## src/rtl/fifo_uart_tx_pkg.sv

```systemverilog
// fifo_uart_tx_pkg: shared state encoding and width helper for the FIFO-fed UART transmitter
package fifo_uart_tx_pkg;
  typedef enum logic [2:0] {
    S_IDLE  = 3'd0,
    S_POP   = 3'd1,
    S_LOAD  = 3'd2,
    S_START = 3'd3,
    S_DATA  = 3'd4,
    S_STOP  = 3'd5
  } state_t;

  function automatic int width_of(input int n);
    return (n <= 2) ? 1 : $clog2(n);
  endfunction
endpackage

```

## src/rtl/fifo_uart_tx_baud_tick_gen.sv

```systemverilog
// baud_tick_gen: bit-period divider; o_tick flags the cycle just before each bit boundary
module baud_tick_gen
  import fifo_uart_tx_pkg::*;
#(
  parameter int CLKS_PER_BIT = 868
) (
  input  logic i_clk,
  input  logic i_rst_n,
  input  logic i_clear,
  output logic o_tick
);
  localparam int CW = width_of(CLKS_PER_BIT);
  localparam logic [CW-1:0] LAST = CW'(CLKS_PER_BIT - 1);
  localparam logic [CW-1:0] PRE  = CW'(CLKS_PER_BIT - 2);

  logic [CW-1:0] r_cnt;

  // count 0..CLKS_PER_BIT-1, wrapping on each bit boundary and held at zero while cleared
  always_ff @(posedge i_clk or negedge i_rst_n)
    if (!i_rst_n) r_cnt <= '0;
    else          r_cnt <= (i_clear || r_cnt == LAST) ? '0 : r_cnt + 1'b1;

  // one cycle of look-ahead lets the sequencer register its bit-end and frame-done flags
  assign o_tick = !i_clear && r_cnt == PRE;
endmodule

```

## src/rtl/fifo_uart_tx.sv

```systemverilog
// fifo_uart_tx: pops words from a synchronous FIFO and sends each as an 8N1 UART frame, LSB first
module fifo_uart_tx
  import fifo_uart_tx_pkg::*;
#(
  parameter int DATA_WIDTH   = 8,
  parameter int CLKS_PER_BIT = 868
) (
  input  logic                  i_clk,
  input  logic                  i_rst_n,
  input  logic                  i_fifo_empty,
  input  logic [DATA_WIDTH-1:0] i_fifo_data,
  output logic                  o_fifo_rd_en,
  output logic                  o_tx,
  output logic                  o_busy,
  output logic                  o_frame_done
);
  localparam int IW = $clog2(DATA_WIDTH) + 1;
  localparam logic [IW-1:0] LAST_BIT = IW'(DATA_WIDTH - 1);

  state_t                r_state;
  logic [DATA_WIDTH-1:0] r_shift;
  logic [IW-1:0]         r_idx;
  logic                  r_bit_end;
  logic                  r_tx;
  logic                  r_rd_en;
  logic                  r_busy;
  logic                  r_done;
  logic                  w_tick;
  logic                  w_clear;
  logic [DATA_WIDTH-1:0] w_shift_next;

  assign w_clear      = r_state inside {S_IDLE, S_POP, S_LOAD};
  assign w_shift_next = r_shift >> 1;
  assign o_tx         = r_tx;
  assign o_fifo_rd_en = r_rd_en;
  assign o_busy       = r_busy;
  assign o_frame_done = r_done;

  baud_tick_gen #(.CLKS_PER_BIT(CLKS_PER_BIT)) u_baud (
    .i_clk   (i_clk),
    .i_rst_n (i_rst_n),
    .i_clear (w_clear),
    .o_tick  (w_tick)
  );

  // delay the look-ahead tick so r_bit_end is high in the last cycle of every bit
  always_ff @(posedge i_clk or negedge i_rst_n)
    if (!i_rst_n) r_bit_end <= 1'b0;
    else          r_bit_end <= w_tick;

  // frame sequencer: pop, load, then shift start/data/stop bits out with registered outputs
  always_ff @(posedge i_clk or negedge i_rst_n) begin
    if (!i_rst_n) begin
      r_state <= S_IDLE;
      r_shift <= '0;
      r_idx   <= '0;
      r_tx    <= 1'b1;
      r_rd_en <= 1'b0;
      r_busy  <= 1'b0;
      r_done  <= 1'b0;
    end else begin
      r_rd_en <= 1'b0;
      r_done  <= r_state == S_STOP && w_tick;
      case (r_state)
        S_IDLE: begin
          r_tx   <= 1'b1;
          r_busy <= !i_fifo_empty;
          if (!i_fifo_empty) begin
            r_state <= S_POP;
            r_rd_en <= 1'b1;
          end
        end
        S_POP: r_state <= S_LOAD;
        S_LOAD: begin
          r_shift <= i_fifo_data;
          r_idx   <= '0;
          r_tx    <= 1'b0;
          r_state <= S_START;
        end
        S_START:
          if (r_bit_end) begin
            r_tx    <= r_shift[0];
            r_state <= S_DATA;
          end
        S_DATA:
          if (r_bit_end) begin
            if (r_idx == LAST_BIT) begin
              r_tx    <= 1'b1;
              r_state <= S_STOP;
            end else begin
              r_shift <= w_shift_next;
              r_tx    <= w_shift_next[0];
              r_idx   <= r_idx + 1'b1;
            end
          end
        S_STOP:
          if (r_bit_end) begin
            r_busy  <= 1'b0;
            r_state <= S_IDLE;
          end
        default: begin
          r_tx    <= 1'b1;
          r_busy  <= 1'b0;
          r_state <= S_IDLE;
        end
      endcase
    end
  end
endmodule

```

## config.mk

```make
export PLATFORM = sky130hd
export DESIGN_NAME = fifo_uart_tx
export DESIGN_NICKNAME = d
export VERILOG_FILES = /design/src/rtl/fifo_uart_tx_pkg.sv /design/src/rtl/fifo_uart_tx_baud_tick_gen.sv /design/src/rtl/fifo_uart_tx.sv
export SDC_FILE = /design/constraint.sdc
export NUM_CORES = 1
export LEC_CHECK = 0
export BUFFER_PORTS_ARGS = -buffer_cell sky130_fd_sc_hd__buf_4
export CAP_MARGIN = 30
export CORE_ASPECT_RATIO = 0.7
export CORE_UTILIZATION = 50
export CTS_BUF_LIST = sky130_fd_sc_hd__clkbuf_8 sky130_fd_sc_hd__clkbuf_16
export CTS_CLUSTER_DIAMETER = 40
export DETAILED_ROUTE_END_ITERATION = 7
export GPL_TIMING_DRIVEN = 0
export PLACE_DENSITY = 0.72
export SYNTH_ARGS = -nofsm -noshare
export SYNTH_HDL_FRONTEND = slang
export SYNTH_SLANG_ARGS = --single-unit
```

## constraint.sdc

```tcl
create_clock -name i_clk -period 1.47 [get_ports i_clk]
set_input_delay 0.0735 -clock i_clk [delete_from_list [all_inputs] [get_ports i_clk]]
set_output_delay 0.0735 -clock i_clk [all_outputs]
set_load 0.01 [all_outputs]
```

==> out/qor.txt <==
Status = finished, violations left
Failing checks = setup timing
Fraction of registers with async set/reset = 100%
WHS Endpoint = r_shift[2]
Post-synth net total = 164
Fin nets = 194
DRC errors left = 0
Router iterations before antenna repair = 4
Most common cell after layout, fill and taps aside = dfrtp_1
Drt wl/cell = 14.1 um
Switching pwr = 0.000318 W
R2R Path Start = r_idx[0]
Ant diodes = 0
CTS clk-pin slew, worst paths = 0.06 ns
Critical-path cell list = ha_2 -> nand3b_1 -> a32oi_4 -> buf_6 -> nand2_1 -> o21ai_1
Final WS setup = -0.0332 ns
R2r setup slk = -0.03 ns
Routed vias/inst = 5.44
Root buffer cell = clkbuf_8
Port bufs = 14
Post-synth cell types = 34
GR Overflow Total = 0
MaxCap Viol Count = 0
Row cnt = 16
# placed instances = 200
Clk sink count = 30
CTS tree = yes
GPL Wtd Cong = 0.846
Layout cells sized above 1 = 23.8%
Worst Reg-to-Reg Cells = 6
Slew HR = 74.7%
Main synth FF type = dfrtp_1
Area Overhead vs Synth = 22.8%
HP Start = i_fifo_data[2]
Hold-critical path depth = 3
Initial Util = 52.6%
Clk pwr share = 39.5%
Initial antenna violation count = 0
Die ar. = 0.00315 mm^2
Global-route wire length before repair = 4.71 mm
DR iter-0 viols = 102
Final Hold Viols = 0
Part of the cycle the worst path needs = 102%
Final Cell Area = 0.00180 mm^2
Num CTS Buffers = 5
FF/Latch Area = 752 um^2
IO Count = 15
Clk_lat worst skew = 0.27 ns
Critical Path RT = 1.67 ns
Fmax = 665 MHz
IR drop worst, VDD = 601 uV
Vias in the first global route = 1069
Die width = 66.6 um
Number of flops mapped to enable cells by yosys = 0
Largest net degree at the start of global routing = 31
Vert. Die Dim = 47.3 um
Antenna Nets Post-Route = 0
Mapped Area = 0.00146 mm^2
Post-DP HPWL = 1.98 mm
Core area = 0.00278 mm^2
Power density cells = 837 mW/mm^2
Synthesis Warnings = 0
Worst Setup SP = r_idx[0]
Placed Area = 0.00161 mm^2
Most frequent cells in the layout = 29 x dfrtp_1, 22 x buf_4, 19 x nand2_1, 16 x nor2_1, 11 x o21ai_1
Pleak = 0.827 nW
Worst path bufs/invs = 1
Internal = 0.00118 W
Clock Path Buffers = 2
Dpl ws = -0.191 ns
Switch share = 21.2%
Post-Layout Cell Count = 217
Comb power frac = 4.1%
CP Capture Type = flop
Final min period = 1.50 ns
Reg power frac = 56.4%
Area occupied by multi-input gates = 672 um^2
GRT Total Usage = 21.3%
Worst setup SP type = flop
Least-Margin Pin Slew = 0.376 ns
RSZ-0062 raised after global routing = true
Type of the worst min-delay path = in -> reg
Drt total wl = 3.06 mm
CP max FO = 6
Mapped Cells = 150
Final setup fails = 3
Synth Register Bits = 30
Critical Path AT = 1.70 ns
Worst Skew = 0.00365 ns
Cell family with most CP delay = compound AO/OA/AOI/OAI gates
FF-to-FF End = r_shift[0]
Max incr delay on CP = 0.39 ns
Max Transition Viols Final = 0
CP max-delay cell = dfrtp_1
Routed via count = 1180
# H-tree levels = 2
Syn avg cell area = 9.75 um^2
WS Path Type = reg -> reg
Seq/Total Area, Yosys = 51.4%
# fillers = 231
Min Hold Slack = 0.0629 ns
## cells by family (layout without fill, tap and decap cells)
kind of cell | Yosys count | in the layout | synth area share (%)
AOI/OAI and AO/OA | 29 | 29 | 12.7
xor gates and xnor gates | 8 | 8 | 4.79
adders and majority gates | 3 | 3 | 2.57
buffers and inverters | 11 | 42 | 3.85
DFF | 30 | 30 | 51.4
muxes | 7 | 7 | 4.79
and+or+nand+nor | 62 | 62 | 19.9
## registers in the layout, summed over array words and instances (netlist names)
name and count:
r_shift 8, o_frame_done 1, o_tx 1, u_baud.r_cnt 10, r_bit_end 1, r_idx 4
o_busy 1, r_state 3, o_fifo_rd_en 1
## per-stage QoR
stage / setup TNS [ns] / total power, W / util [%]
after floorplan: 0 / 0.000876 / -
after global placement: -1.41 / 0.000917 / 58.0
after detailed placement: -1.76 / 0.000920 / 58.0
after CTS: 0 / 0.00152 / 63.0
after global routing: -0.703 / 0.00157 / 64.6
final: -0.0529 / 0.00150 / 64.6
## worst max path at each step
stage / slack (ns) / end / cells after the start
after global routing: -0.08 / r_idx[1] / 6
after floorplan: 0.05 / r_idx[0] / 6
after global placement: -0.14 / r_shift[1] / 6
after CTS: 0.009 / r_shift[3] / 6
final: -0.03 / r_shift[0] / 6
after detailed placement: -0.19 / r_shift[5] / 6
## synthesized netlist by cell type, types with 2 or more instances
cell	instances	area [um^2]
a21o_1	2	15.0
a21oi_1	5	25.0
buf_2	3	15.0
dfrtp_1	29	726
ha_1	3	37.5
inv_1	5	18.8
mux2i_1	7	70.1
nand2_1	20	75.1
nand3_1	7	35.0
nor2_1	16	60.1
nor2_2	2	12.5
nor2b_1	4	25.0
nor3_1	5	25.0
nor4_1	2	12.5
o21ai_0	6	30.0
o21ai_1	9	45.0
o22ai_1	2	12.5
xnor2_1	6	52.6
xor2_1	2	17.5
## area by class of cell
| class | instances | area share (%) |
|---|---|---|
| Clock inverter | 3 | 0.627 |
| Sequential cell | 30 | 41.9 |
| Timing Repair Buffer | 23 | 10.3 |
| Clock buffer | 5 | 3.83 |
| Multi-Input combinational cell | 109 | 37.4 |
| Inverter | 5 | 1.04 |
| Tap cell | 36 | 2.51 |
| Buffer | 6 | 2.44 |
## layer usage
metal	GRT usage [%]	vias up	share of wire, %
li1	-	578	-
met1	27.2	552	46
met2	34.3	43	47
met3	6.55	7	6.0
met4	8.94	0	1.9
met5	0	-	0
## power by group through the flow
| stage | clock (W) | combinational (W) | sequential, W |
|---|---|---|---|
| 2_1_floorplan | 0 | 0.0000156 | 0.000860 |
| 3_3_place_gp | 0 | 0.0000566 | 0.000860 |
| 3_5_place_dp | 0 | 0.0000586 | 0.000861 |
| 4_1_cts | 0.000609 | 0.0000628 | 0.000846 |
| 5_1_grt | 0.000653 | 0.0000696 | 0.000848 |
| 6_report | 0.000594 | 0.0000616 | 0.000847 |
## worst register-to-register path, delay by kind of cell (launching register included)
kind	cells	cell delay (ns)
fa+ha+maj	1	0.22
simple gates	2	0.22
buf+inv	1	0.18
flops	1	0.39
compound gates	2	0.42
## timing repair
action / 4_1_cts / 5_1_grt
cloned: 1 / 0
pin swaps: 1 / 4
resized for setup: 2 / 15
setup endpoints to repair: 11 / 12
hold buffers: 2 / 0
setup buffers: 4 / 2
hold endpoints to repair: 30 / 0
No activity file was read; power rests on OpenSTA's default activity.
